## src/rtl/passcode_entry_controller.sv

```systemverilog
// passcode_entry_controller
//   Collects debounced keypad digits into a right-justified BCD entry.
//   Each unfilled nibble reads 4'hE. A complete entry is compared with
//   the stored passcode. The passcode can be rewritten while unlocked.
//
// Ports
//   clock      system clock, rising edge
//   reset      asynchronous, active-high reset
//   keyStrobe  one-cycle pulse: a digit key was pressed (keyDigit valid)
//   keyDigit   digit value; codes above 9 are ignored
//   enter      one-cycle pulse: submit the entry
//   clear      one-cycle pulse: discard the entry
//   lockCmd    one-cycle pulse: relock while unlocked
//   userEntry  entered digits, right-justified, unfilled nibbles 4'hE
//   error      high while a mismatch (or lockout) is being displayed
//   unlocked   high in UNLOCKED
//   lockedOut  high during lockout (tied low unless LOCKOUT_EN)
//
// Optional feature: define LOCKOUT_EN to lock the keypad for LOCKOUT_CYCLES
// cycles after MAX_ATTEMPTS consecutive mismatches.
//
// state    | meaning
// ENTRY    | collecting digits, locked
// CHECK    | one-cycle compare of entry against passcode
// ERROR    | mismatch shown for ERROR_CYCLES cycles, keys ignored
// UNLOCKED | open; a full entry + enter stores a new passcode
// LOCKOUT  | too many mismatches, all inputs ignored (LOCKOUT_EN only)

module passcode_entry_controller #(
  parameter int                        PASSCODE_LENGTH  = 4,
  parameter int                        PASSCODE_WIDTH   = 4 * PASSCODE_LENGTH,
  parameter logic [PASSCODE_WIDTH-1:0] DEFAULT_PASSCODE = 16'h1234,
  parameter int                        ERROR_CYCLES     = 50000000,
  parameter int                        MAX_ATTEMPTS     = 3,
  parameter int                        LOCKOUT_CYCLES   = 500000000
) (
  input  logic                      clock,
  input  logic                      reset,
  input  logic                      keyStrobe,
  input  logic [3:0]                keyDigit,
  input  logic                      enter,
  input  logic                      clear,
  input  logic                      lockCmd,
  output logic [PASSCODE_WIDTH-1:0] userEntry,
  output logic                      error,
  output logic                      unlocked,
  output logic                      lockedOut
);

  localparam int                        CW          = $clog2(PASSCODE_LENGTH + 1);
  localparam logic [CW-1:0]             FULL_COUNT  = CW'(PASSCODE_LENGTH);
  localparam logic [PASSCODE_WIDTH-1:0] BLANK_ENTRY = {PASSCODE_LENGTH{4'hE}};
  localparam logic [31:0]               ERROR_LOAD  = 32'(ERROR_CYCLES - 1);

  if (ERROR_CYCLES < 1 || LOCKOUT_CYCLES < 1 || MAX_ATTEMPTS < 1) begin : g_param_check
    $error("passcode_entry_controller: cycle counts and MAX_ATTEMPTS must be >= 1");
  end

  typedef enum logic [2:0] {
    S_ENTRY,
    S_CHECK,
    S_ERROR,
`ifdef LOCKOUT_EN
    S_LOCKOUT,
`endif
    S_UNLOCKED
  } state_t;

  state_t                    state_q, state_d;
  logic [PASSCODE_WIDTH-1:0] entry_q, entry_d;
  logic [PASSCODE_WIDTH-1:0] passcode_q, passcode_d;
  logic [CW-1:0]             count_q, count_d;
  logic [31:0]               timer_q, timer_d;
  logic                      error_q, error_d;
  logic                      unlocked_q, unlocked_d;
  logic                      digit_ok;
  logic                      entry_full;

`ifdef LOCKOUT_EN
  localparam int             AW           = $clog2(MAX_ATTEMPTS + 1);
  localparam logic [AW-1:0]  MAX_ATT      = AW'(MAX_ATTEMPTS);
  localparam logic [31:0]    LOCKOUT_LOAD = 32'(LOCKOUT_CYCLES - 1);
  logic [AW-1:0]             attempts_q, attempts_d;
  logic                      locked_out_q, locked_out_d;
`endif

  assign digit_ok   = keyStrobe && (keyDigit <= 4'd9) && (count_q < FULL_COUNT);
  assign entry_full = (count_q == FULL_COUNT);

  always_comb begin
    state_d    = state_q;
    entry_d    = entry_q;
    passcode_d = passcode_q;
    count_d    = count_q;
    timer_d    = timer_q;
    error_d    = error_q;
    unlocked_d = unlocked_q;
`ifdef LOCKOUT_EN
    attempts_d   = attempts_q;
    locked_out_d = locked_out_q;
`endif
    case (state_q)
      S_ENTRY: begin
        if (clear) begin
          entry_d = BLANK_ENTRY;
          count_d = '0;
        end else if (enter) begin
          // A partial entry is left untouched so the user can keep typing.
          if (entry_full) state_d = S_CHECK;
        end else if (digit_ok) begin
          entry_d = {entry_q[PASSCODE_WIDTH-5:0], keyDigit};
          count_d = count_q + 1'b1;
        end
      end
      S_CHECK: begin
        if (entry_q == passcode_q) begin
          state_d    = S_UNLOCKED;
          unlocked_d = 1'b1;
          entry_d    = BLANK_ENTRY;
          count_d    = '0;
`ifdef LOCKOUT_EN
          attempts_d = '0;
`endif
        end else begin
          state_d = S_ERROR;
          error_d = 1'b1;
          timer_d = ERROR_LOAD;
`ifdef LOCKOUT_EN
          if (attempts_q != MAX_ATT) attempts_d = attempts_q + 1'b1;
`endif
        end
      end
      S_ERROR: begin
        if (timer_q == '0) begin
          entry_d = BLANK_ENTRY;
          count_d = '0;
`ifdef LOCKOUT_EN
          if (attempts_q == MAX_ATT) begin
            // error stays high through the lockout window.
            state_d      = S_LOCKOUT;
            timer_d      = LOCKOUT_LOAD;
            locked_out_d = 1'b1;
          end else begin
            state_d = S_ENTRY;
            error_d = 1'b0;
          end
`else
          state_d = S_ENTRY;
          error_d = 1'b0;
`endif
        end else begin
          timer_d = timer_q - 1'b1;
        end
      end
`ifdef LOCKOUT_EN
      S_LOCKOUT: begin
        if (timer_q == '0) begin
          state_d      = S_ENTRY;
          attempts_d   = '0;
          error_d      = 1'b0;
          locked_out_d = 1'b0;
        end else begin
          timer_d = timer_q - 1'b1;
        end
      end
`endif
      S_UNLOCKED: begin
        if (lockCmd) begin
          state_d    = S_ENTRY;
          unlocked_d = 1'b0;
          entry_d    = BLANK_ENTRY;
          count_d    = '0;
        end else if (clear) begin
          entry_d = BLANK_ENTRY;
          count_d = '0;
        end else if (enter) begin
          if (entry_full) begin
            passcode_d = entry_q;
            state_d    = S_ENTRY;
            unlocked_d = 1'b0;
            entry_d    = BLANK_ENTRY;
            count_d    = '0;
          end
        end else if (digit_ok) begin
          entry_d = {entry_q[PASSCODE_WIDTH-5:0], keyDigit};
          count_d = count_q + 1'b1;
        end
      end
      default: state_d = S_ENTRY;
    endcase
  end

  always_ff @(posedge clock or posedge reset) begin
    if (reset) begin
      state_q      <= S_ENTRY;
      entry_q      <= BLANK_ENTRY;
      passcode_q   <= DEFAULT_PASSCODE;
      count_q      <= '0;
      timer_q      <= '0;
      error_q      <= 1'b0;
      unlocked_q   <= 1'b0;
`ifdef LOCKOUT_EN
      attempts_q   <= '0;
      locked_out_q <= 1'b0;
`endif
    end else begin
      state_q      <= state_d;
      entry_q      <= entry_d;
      passcode_q   <= passcode_d;
      count_q      <= count_d;
      timer_q      <= timer_d;
      error_q      <= error_d;
      unlocked_q   <= unlocked_d;
`ifdef LOCKOUT_EN
      attempts_q   <= attempts_d;
      locked_out_q <= locked_out_d;
`endif
    end
  end

  assign userEntry = entry_q;
  assign error     = error_q;
  assign unlocked  = unlocked_q;
`ifdef LOCKOUT_EN
  assign lockedOut = locked_out_q;
`else
  assign lockedOut = 1'b0;
`endif

endmodule

```

## config.mk

```make
export PLATFORM = sky130hd
export DESIGN_NAME = passcode_entry_controller
export DESIGN_NICKNAME = d
export VERILOG_FILES = /design/src/rtl/passcode_entry_controller.sv
export SDC_FILE = /design/constraint.sdc
export NUM_CORES = 1
export LEC_CHECK = 0
export ABC_AREA = 1
export CAP_MARGIN = 20
export CORE_ASPECT_RATIO = 1.1
export CORE_MARGIN = 2
export CORE_UTILIZATION = 60
export CTS_BUF_LIST = sky130_fd_sc_hd__clkbuf_8
export DETAILED_ROUTE_END_ITERATION = 12
export HOLD_SLACK_MARGIN = 0.12
export PLACE_DENSITY_LB_ADDON = 0.2
export SLEW_MARGIN = 20
export SYNTH_ARGS = -nofsm -noshare
export SYNTH_HDL_FRONTEND = slang
export SYNTH_SLANG_ARGS = --single-unit
```

## constraint.sdc

```tcl
create_clock -name clock -period 6.1 [get_ports clock]
set_input_delay 0.61 -clock clock [delete_from_list [all_inputs] [get_ports clock]]
set_output_delay 0.61 -clock clock [all_outputs]
set_load 0.05 [all_outputs]
```

==> metrics.md <==
| Metric | Value |
|---|---|
| Status | `completed` |
| Fin area | `5400 sq um` |
| Final count of hold timing violations | `0` |
| Slew margin rel. | `39.45%` |
| Hold slack | `0.4980 ns` |
| Max Used Layer | `met4` |
| Register area share after synthesis | `36.70%` |
| Yosys warns | `0` |
| CTS tree | `done` |
| Worst Path Buf+Inv | `3` |
| DRC | `0` |
| Largest net degree at the start of global routing | `72` |
| First-pass GRT wire length | `between 20,000 and 25,000 microns` |
| DP Area | `5169 sq um` |
| Hold-fix buffers at CTS | `0` |
| Final wirelength | `12,020 microns` |
| Post-Route Setup TNS | `0 ns` |
| Layout net count | `754` |
| Mapped Nets | `744` |
| H-tree depth | `3` |
| Postcts setup bufs | `0` |
| Metal3 WL | `579 microns` |
| Crit share post-route | `47.73%` |
| Vias in the first global route | `around 4,600` |
| N_diodes | `0` |
| Antenna Violating Nets Remaining | `0` |
| Hold path endpoint | `error` |
| Detail Placement HPWL | `roughly 8400 microns` |
| Initial antenna violation count | `0` |
| PD cells | `just under 500 nW/um^2` |
| DIE AREA | `roughly 8900 sq um` |
| Startpoint Class | `flip-flop` |
| CTS Root Cell | `clkbuf_8` |
| Most frequent cells in the layout | `242 x nand2_1, 93 x nor2_1, 63 x inv_1` |
| DR iter-0 viols | `352` |
| Rows | `34` |
| # IOs | `29` |
| Worst Min Path Start | `error` |
| Worst EP arrival | `approximately 3.2 ns` |
| Max cap viols | `0` |
| Total track usage | `between 20% and 30%` |
| WP data required | `6.35 ns` |
| Met1 Wirelength | `4867 microns` |
| Initial DRT Pass Iterations | `5` |
| Clock Pin Slew Worst Setup and Hold Paths | `0.08 ns` |
| Worst path cell trace | `inv_1 > ha_1 > clkinv_1 > o21ai_0 > nand2_1 > nand2_1 > nor2_8 > nand2_4 > clkinv_4 > nand2_1 > nand2_1` |
| Hold path depth | `2` |
| Critical setup path kind | `reg -> reg` |
| CP endpoint kind | `flip-flop` |
| VDD IR max | `0.3948 mV` |
| Most common cell after layout, fill and taps aside | `nand2_1` |
| Pre-CTS WS | `3.119 ns` |
| Internal reg-to-reg setup slack | `3.19 ns` |
| Clk sink count | `71` |
| CP most frequent cell | `nand2_1` |
| Slowest-stage cell, CP | `ha_1` |
| Critical path's top delay family | `buffers and inverters` |
| Avg Cell Area, Syn | `about 6.7 sq um` |
| Worst Tran Pin Value | `0.9083 ns` |
| Initial Util | `61.92%` |
| Via/cell ratio | `5.638` |
| Remaining global-route overflow | `0` |
| Biggest cell delay along the critical path | `between 0.7 and 0.8 ns` |
| Skew final | `a little under 0.007 ns` |
| Core area | `7913 sq um` |
| R2R cell count | `11` |
| Hold Crit Class | `reg -> reg` |
| Unique masters post-synth | `35` |
| Mapped Area | `4900 sq um` |
| Post-cts resize count | `0` |
| Final Slew Violations | `0` |
| Avg WL per Cell | `14.16 microns` |
| Seq cells post-synth | `71` |
| Crit Path Max Fanout | `22` |
| Min Tclk post-route | `2.911 ns` |
| F_max | `roughly 0.34 GHz` |
| Die Y | `98.78 microns` |
| Gpl congestion | `0.8901` |
| Die W | `90.16 microns` |
| RSZ-0062 raised after global routing | `no` |
| Finished Layout Cells | `about 850` |
| RR Endpoint | `userEntry[8]` |
| Reg2reg start | `state_q[0]` |
| Synth-to-layout area growth | `10.21%` |
| Skew-Pair Late Insertion Delay | `0.35 ns` |
| Layout cell share with drive strength beyond 1 | `8.772%` |
| Final Setup Violations | `0` |
| Worst Setup Slack, final | `3.189 ns` |
| Met2 wire length | `6089 microns` |
| Gate Count Post-Synth | `approximately 730` |
| Leak | `0.002531 uW` |
| Dpl cells | `833` |
| Via count | `4,787` |
| Max clock buf depth | `2` |
| Total CTS buffers | `9` |
| Filler Cells Inserted | `695` |
| Port Buffers | `27` |
## per-stage QoR
| stage | power (uW) | util [%] |
|---|---|---|
| final | 2633 | 68.25 |
| after global routing | 2850 | 68.25 |
| after CTS | 2637 | 68.25 |
| after detailed placement | 2189 | 65.32 |
| after global placement | 2147 | 65.32 |
| after floorplan | 1872 | - |
## metal layers
metal  global-route usage, %  vias to the layer above
li1                        -                     2371
met1                   33.33                     2237
met2                   50.67                      141
met3                   4.358                       38
met4                   15.98                        0
met5                       0                        -
## registers in the layout, summed over array words and instances (netlist names)
register    flops
userEntry      16
count_q         3
passcode_q     16
error           1
timer_q        32
state_q         2
unlocked        1
## worst max-delay path by stage
stage	startpoint	endpoint	slack (ns)	cells past startpoint
after global placement	keyStrobe	userEntry[4]	3.16	9
final	state_q[0]	userEntry[8]	3.19	11
after floorplan	reset	count_q[0]	3.72	1
after detailed placement	keyStrobe	userEntry[8]	3.12	9
after global routing	state_q[0]	userEntry[4]	2.90	9
after CTS	state_q[0]	userEntry[8]	3.15	9
## logic make-up (layout without fill, tap and decap cells)
group	count (synthesis)	after routing	share of synthesized area, %
and+or+nand+nor	471	471	42.90
buffers and inverters	100	115	8.555
DFF	71	71	36.70
AOI/OAI and AO/OA	53	53	5.491
xor gates and xnor gates	16	16	2.860
adders and majority gates	8	8	2.043
muxes	6	6	1.379
other	1	1	0.07654
## synth_stat cells
cell | n | area share [%]
a21oi_1 | 6 | 0.61
a31oi_1 | 1 | 0.13
and3_1 | 1 | 0.13
buf_1 | 3 | 0.23
buf_2 | 7 | 0.71
buf_4 | 5 | 0.77
buf_8 | 1 | 0.31
clkbuf_1 | 14 | 1.1
clkinv_1 | 2 | 0.15
clkinv_4 | 1 | 0.18
conb_1 | 1 | 0.077
dfrtp_1 | 54 | 28
dfstp_2 | 17 | 9.1
ha_1 | 8 | 2.0
inv_1 | 64 | 4.9
inv_2 | 3 | 0.23
mux2_2 | 6 | 1.4
nand2_1 | 242 | 19
nand2_2 | 3 | 0.38
nand2_4 | 1 | 0.23
nand3_1 | 45 | 4.6
nand3_2 | 4 | 0.82
nand3b_1 | 3 | 0.46
nand4_1 | 58 | 7.4
nor2_1 | 93 | 7.1
nor2_2 | 6 | 0.77
nor2_4 | 3 | 0.69
nor2_8 | 1 | 0.41
nor3_1 | 6 | 0.61
nor3b_1 | 4 | 0.61
o211ai_1 | 1 | 0.15
o21ai_0 | 45 | 4.6
or2_2 | 1 | 0.13
xnor2_1 | 4 | 0.71
xor2_1 | 12 | 2.1
## tightest hold or removal path, cell delays in order (launching register included)
cell and delay (ns):
dfrtp_1 0.35, nand2_1 0.05, o21ai_0 0.06
## layout make-up
type                            count  area, sq um  share of cell area (%)
Clock buffer                       11        151.4                   2.804
Clock inverter                      5        80.08                   1.483
Inverter                           70        267.8                   4.958
Multi-Input combinational cell    555         2683                   49.68
Sequential cell                    71         1798                   33.29
Tap cell                          108        135.1                   2.502
Timing Repair Buffer               29        285.3                   5.283
## power by group
group	internal, uW	total, uW	switching, uW
logic	425	1370	943
registers	644	828	184
clock network	252	438	186
total	1320	2630	1310
(Power assumes the default switching activity.)
